--- src/rtl/pc_fetch_pkg.sv ---
// Shared definitions for the instruction fetch unit: FSM state encoding,
// reset-vector default and small address helpers.
package pc_fetch_pkg;

    typedef enum logic [1:0] {
        ST_REQ  = 2'd0,
        ST_WAIT = 2'd1,
        ST_DROP = 2'd2,
        ST_HALT = 2'd3
    } fetch_state_t;

    localparam logic [31:0] RESET_VEC_DEFAULT = 32'h0000_0000;
    localparam logic [31:0] INSTR_BYTES       = 32'd4;

    function automatic logic [31:0] word_align(input logic [31:0] addr);
        return {addr[31:2], 2'b00};
    endfunction

    function automatic logic is_misaligned(input logic [31:0] addr);
        return addr[1:0] != 2'b00;
    endfunction

endpackage

--- src/rtl/pc_fetch_pc_reg.sv ---
// Program counter register: reset to a vector, load on redirect, or step by one
// instruction word with natural 32-bit wrap.
module pc_fetch_pc_reg
    import pc_fetch_pkg::*;
#(
    parameter logic [31:0] RESET_VEC = RESET_VEC_DEFAULT
) (
    input  logic        clk,
    input  logic        rst,
    input  logic        load,
    input  logic [31:0] load_pc,
    input  logic        inc,
    output logic [31:0] pc,
    output logic [31:0] pc_plus4
);

    logic [31:0] pc_reg;

    always_ff @(posedge clk or posedge rst) begin
        if (rst) begin
            pc_reg <= RESET_VEC;
        end else if (load) begin
            pc_reg <= load_pc;
        end else if (inc) begin
            pc_reg <= pc_plus4;
        end
    end

    assign pc       = pc_reg;
    assign pc_plus4 = pc_reg + INSTR_BYTES;

endmodule

--- src/rtl/pc_fetch.sv ---
// Instruction fetch unit: one outstanding memory request, redirect with response
// discard, and a registered decode-side output. Optional PC_FETCH_MISALIGN_TRAP_EN.
module pc_fetch
    import pc_fetch_pkg::*;
#(
    parameter logic [31:0] RESET_VEC = RESET_VEC_DEFAULT
) (
    input  logic        clk,
    input  logic        rst,
    input  logic        redirect,
    input  logic [31:0] redirect_pc,
    output logic [31:0] pc_plus4,
    output logic        imem_req_valid,
    input  logic        imem_req_ready,
    output logic [31:0] imem_addr,
    input  logic        imem_rsp_valid,
    input  logic [31:0] imem_rdata,
    output logic        if_valid,
    input  logic        if_ready,
    output logic [31:0] if_pc,
    output logic [31:0] if_instr,
    output logic        misalign_err
);

    fetch_state_t state_reg, state_next;

    logic [31:0] pc;
    logic [31:0] load_pc;
    logic        pc_load;
    logic        pc_inc;
    logic        fill;
    logic        kill_if;
    logic        req_valid;
    logic        trap;

    logic        if_valid_reg;
    logic [31:0] if_pc_reg;
    logic [31:0] if_instr_reg;

    assign load_pc = word_align(redirect_pc);

    pc_fetch_pc_reg #(
        .RESET_VEC (RESET_VEC)
    ) u_pc_reg (
        .clk      (clk),
        .rst      (rst),
        .load     (pc_load),
        .load_pc  (load_pc),
        .inc      (pc_inc),
        .pc       (pc),
        .pc_plus4 (pc_plus4)
    );

`ifdef PC_FETCH_MISALIGN_TRAP_EN
    logic err_reg;

    assign trap = redirect && is_misaligned(redirect_pc);

    always_ff @(posedge clk or posedge rst) begin
        if (rst) begin
            err_reg <= 1'b0;
        end else if (trap && (state_reg != ST_HALT)) begin
            err_reg <= 1'b1;
        end
    end

    assign misalign_err = err_reg;
`else
    assign trap         = 1'b0;
    assign misalign_err = 1'b0;
`endif

    always_ff @(posedge clk or posedge rst) begin
        if (rst) begin
            state_reg <= ST_REQ;
        end else begin
            state_reg <= state_next;
        end
    end

    // A redirect always wins over the normal flow; the in-flight response (if any)
    // becomes stale and must be swallowed before the next request goes out.
    always_comb begin
        state_next = state_reg;
        pc_load    = 1'b0;
        pc_inc     = 1'b0;
        fill       = 1'b0;
        kill_if    = 1'b0;
        req_valid  = 1'b0;
        case (state_reg)
            ST_REQ: begin
                if (trap) begin
                    kill_if    = 1'b1;
                    state_next = ST_HALT;
                end else if (redirect) begin
                    pc_load = 1'b1;
                    kill_if = 1'b1;
                end else begin
                    req_valid = !if_valid_reg || if_ready;
                    if (req_valid && imem_req_ready) begin
                        state_next = ST_WAIT;
                    end
                end
            end
            ST_WAIT: begin
                if (trap) begin
                    kill_if    = 1'b1;
                    state_next = ST_HALT;
                end else if (redirect) begin
                    pc_load    = 1'b1;
                    kill_if    = 1'b1;
                    state_next = imem_rsp_valid ? ST_REQ : ST_DROP;
                end else if (imem_rsp_valid) begin
                    fill       = 1'b1;
                    pc_inc     = 1'b1;
                    state_next = ST_REQ;
                end
            end
            ST_DROP: begin
                if (trap) begin
                    kill_if    = 1'b1;
                    state_next = ST_HALT;
                end else begin
                    if (redirect) begin
                        pc_load = 1'b1;
                        kill_if = 1'b1;
                    end
                    // The discarded response also retires the only outstanding request.
                    if (imem_rsp_valid) begin
                        state_next = ST_REQ;
                    end
                end
            end
            ST_HALT: begin
                state_next = ST_HALT;
            end
            default: begin
                state_next = ST_REQ;
            end
        endcase
    end

    always_ff @(posedge clk or posedge rst) begin
        if (rst) begin
            if_valid_reg <= 1'b0;
            if_pc_reg    <= 32'h0;
            if_instr_reg <= 32'h0;
        end else if (fill) begin
            if_valid_reg <= 1'b1;
            if_pc_reg    <= pc;
            if_instr_reg <= imem_rdata;
        end else if (kill_if || (if_valid_reg && if_ready)) begin
            if_valid_reg <= 1'b0;
        end
    end

    assign imem_req_valid = req_valid && !rst;
    assign imem_addr      = pc;
    assign if_valid       = if_valid_reg;
    assign if_pc          = if_pc_reg;
    assign if_instr       = if_instr_reg;

endmodule
--- config.mk ---
export PLATFORM = sky130hd
export DESIGN_NAME = pc_fetch
export DESIGN_NICKNAME = d
export VERILOG_FILES = /design/src/rtl/pc_fetch_pkg.sv /design/src/rtl/pc_fetch_pc_reg.sv /design/src/rtl/pc_fetch.sv
export SDC_FILE = /design/constraint.sdc
export NUM_CORES = 1
export LEC_CHECK = 0
export CAP_MARGIN = 20
export CORE_MARGIN = 2
export CORE_UTILIZATION = 28
export DETAILED_ROUTE_END_ITERATION = 10
export SLEW_MARGIN = 20
export SYNTH_ARGS = -nofsm -noshare
export SYNTH_HDL_FRONTEND = slang
export SYNTH_SLANG_ARGS = --single-unit
--- constraint.sdc ---
create_clock -name clk -period 3.44 [get_ports clk]
set_clock_uncertainty 0.1 [all_clocks]
set_input_delay 0.344 -clock clk [delete_from_list [all_inputs] [get_ports clk]]
set_output_delay 0.344 -clock clk [all_outputs]
set_load 0.03 [all_outputs]
==> reports/results.tsv <==
stage	metric	value	unit
run_status	status	complete, no violations	
clocking	clk_latency	0.35	ns
pwr	sw_frac_of_total	0.413	
yosys	synthTopCellsByCount	204 x nand2_1, 95 x dfrtp_1, 25 x o21ai_0	
finish	diodes	0	
clocking	cts_max_level	3	
route	vias	4457	
pwr	power.static_leakage	3.28	nW
yosys	synth_cells	533	
die	start_util	0.285	
critical_path	cp_slowest_cell	clkdlybuf4s50_1	
global_route	grt_remaining_overflow	0	
finish	drive_gt1_frac	0.0669	
route	first_iter_violations	236	
clocking	cts_tree	built	
yosys	synthTopCellsByArea	dfrtp_1 51%, nand2_1 16%, xnor2_1 3.7%	
sta	maxSlewHeadroom	0.337	
die	dieArea	17800	um^2
route	wl_met2	6.77	mm
global_route	antenna_found_initial	0	
yosys	synth_area	4690	um^2
yosys	avgSynthCellArea	8.80	um^2
yosys	yosysWarnings	0	
die	pin_count	201	
job	maxCapViolCount	0	
finish	stdcell_count	938	
yosys	synth_seq_area_share	0.507	
clocking	cts_buffer_depth	2	
sta	rsz0062_at_grt	no	
sta	setup_tns	0	ns
critical_path	crit_required	3.00	ns
pwr	p_switching	2.30	mW
global_route	grt_pass1_vias	4274	
route	finalWirelength	14.5	mm
sta	fin_crit_sh	0.945	
placed_design	portBuffers	191	
finish	synthToLayoutAreaGrowth	54.1	%
sta	drv_slew	0	
critical_path	cp.arrival	2.81	ns
yosys	yosysTopAreaCell	dfrtp_1	
pwr	peakVddDrop	0.000554	V
yosys	synthArstFlopShare	1.00	
sta	min_period	3.25	ns
route	wl_met3	1.20	mm
route	ant_nets	0	
die	die_h	133	um
placed_design	dp_hpwl	10.3	mm
critical_path	critPathMaxStageDelay	0.69	ns
sta	setup_viol	0	
sta	finalHoldViolCount	0	
die	core_area	16500	um^2
pwr	power_per_cell_area	771	nW/um^2
die	die_width	133	um
yosys	synth_top_area_share	0.507	
min_path	hold_class	reg2reg	
pwr	internal-power	3.27	mW
global_route	grt_pass1_wl	23.0	mm
pwr	p_clk_frac	0.196	
critical_path	start_kind	flop	
pwr	pwr-share-seq	0.332	
route	vias_per_cell	4.75	
clocking	cts_made_buffers	9	
global_route	track_usage	0.163	
route	top_layer	met4	
yosys	yosys.cell_types.count	51	
yosys	synth.most_common_cell	nand2_1	
placed_design	dp.cells	919	
sta	fmax	307	MHz
yosys	synthFlopType	dfrtp_1	
pwr	combinationalPowerShare	0.472	
clocking	cts.sinks	95	
placed_design	gp_congestion	0.733	
critical_path	end_kind	output port	
clocking	ctsRootBufferMaster	clkbuf_16	
route	wl_per_cell	15.4	um
route	dr.pass1.iters	4	
yosys	synth_edf_count	0	
yosys	synth-seq-cells	95	
critical_path	cp_max_fo	9	
clocking	clkSlewWorstSetupHoldPaths	0.07	ns
critical_path	crit_chain	ha_1, nand3_4, nor4_4, buf_4, nand4_2, buf_4, xnor2_1, clkdlybuf4s50_1	
sta	tightest_slew	0.993	ns
finish	nets	784	
global_route	grt_max_degree	71	
route	drc	0	
die	rows	47	
critical_path	crit_top_cell	buf_4	
finish	largest_reg_flops	32	
finish	fillCellCount	1594	
critical_path	path_class	reg2out	
route	wl_met1	6.26	mm
finish	utilization	0.439	
==> logic make-up (layout without fill, tap and decap cells) <==
logic type / after synthesis / after routing / share of synthesized area
buffers and inverters: 54 / 233 / 0.0542
DFF: 95 / 95 / 0.507
other: 1 / 7 / 0.000800
xor gates and xnor gates: 29 / 29 / 0.0542
and+or+nand+nor: 278 / 278 / 0.268
AOI/OAI and AO/OA: 75 / 75 / 0.113
adders and majority gates: 1 / 1 / 0.00267
==> metrics by stage <==
step | setup slack [ns] | power (mW) | hold slack, ns | instance area (um^2)
6_report | 0.188 | 5.57 | 0.372 | 7230
4_1_cts | 0.0234 | 5.65 | 0.378 | 7180
5_1_grt | 0.0124 | 5.87 | 0.399 | 7230
2_1_floorplan | 0.519 | 3.29 | 0.349 | 4710
3_5_place_dp | 0.378 | 4.52 | 0.363 | 6860
3_3_place_gp | 0.399 | 4.48 | 0.357 | 6860
==> layout by cell type, fill, tap and decap left out, types with 2 or more instances in the layout <==
cell type / count
o311ai_0: 6
nand3_4: 2
and3_1: 6
o21ai_0: 25
or4_1: 3
buf_4: 12
buf_12: 4
nor2_1: 12
conb_1: 7
a222oi_1: 2
a22oi_1: 4
dfrtp_1: 95
nand2_1: 204
a31oi_1: 2
nor3_4: 3
o211ai_1: 2
nand3_1: 12
nor4_1: 3
inv_1: 9
nand2_2: 2
xnor2_1: 20
a21o_1: 6
a221o_1: 10
or2_2: 2
xor2_1: 9
nor3b_1: 3
nor3_1: 7
a22o_1: 2
a21oi_1: 6
nand4_1: 10
dlymetal6s2s_1: 4
clkdlybuf4s50_1: 187
clkbuf_16: 9
bufinv_16: 2
o311ai_1: 3
==> critical path: cells and delay by family (launching register included) <==
family / cells / cell delay, ns
fa+ha+maj: 1 / 0.31
simple gates: 3 / 0.51
buf+inv: 3 / 1.06
flops: 1 / 0.45
xor+xnor: 1 / 0.13
==> layer usage <==
layer  global-route usage  up-vias
met1                0.205     2139
met3               0.0525       15
li1                     -     2142
met4               0.0632        0
met2                0.263      161
met5                    0        -
==> worst paths after layout <==
kind                            slack [ns]  depth (start not counted)                        from                     endpoint
min in group asynchronous             0.38                          2                         rst         if_valid$_DFFE_PP0P_
worst min-delay path                  0.37                          2       if_pc[15]$_DFFE_PP0P_        if_pc[15]$_DFFE_PP0P_
worst min register to register        0.37                          2       if_pc[15]$_DFFE_PP0P_        if_pc[15]$_DFFE_PP0P_
worst max register to register        1.17                          8  u_pc_reg.pc[3]$_DFFE_PP0P_  u_pc_reg.pc[24]$_DFFE_PP0P_
worst max-delay path                  0.19                          8  u_pc_reg.pc[3]$_DFFE_PP0P_                 pc_plus4[26]
max in group asynchronous             2.15                          3                         rst  u_pc_reg.pc[31]$_DFFE_PP0P_
==> timing repair <==
item	4_1_cts	5_1_grt
hold buffers	0	0
pin swaps	1	2
setup buffers	0	3
hold endpoints to repair	0	0
resized for setup	0	4
cloned	0	0
endpoints found under the setup margin	2	6
==> power by group through the flow <==
stage	Clock (mW)	Combinational, mW	Sequential, mW
final	1.09	2.63	1.85
after global routing	1.18	2.79	1.91
after CTS	1.13	2.66	1.85
after detailed placement	0	2.65	1.87
after global placement	0	2.64	1.84
after floorplan	0	0.666	2.62
==> area by class of cell <==
cell class / count / area [um^2] / share of cell area
Sequential cell: 95 / 2380 / 0.329
Multi-Input combinational cell: 390 / 2120 / 0.293
Timing Repair Buffer: 207 / 2090 / 0.290
Tap cell: 220 / 275 / 0.0381
Clock buffer: 11 / 243 / 0.0336
Clock inverter: 5 / 81.3 / 0.0113
Inverter: 10 / 40.0 / 0.00554
Note: power is estimated with default switching activity, not from simulation.
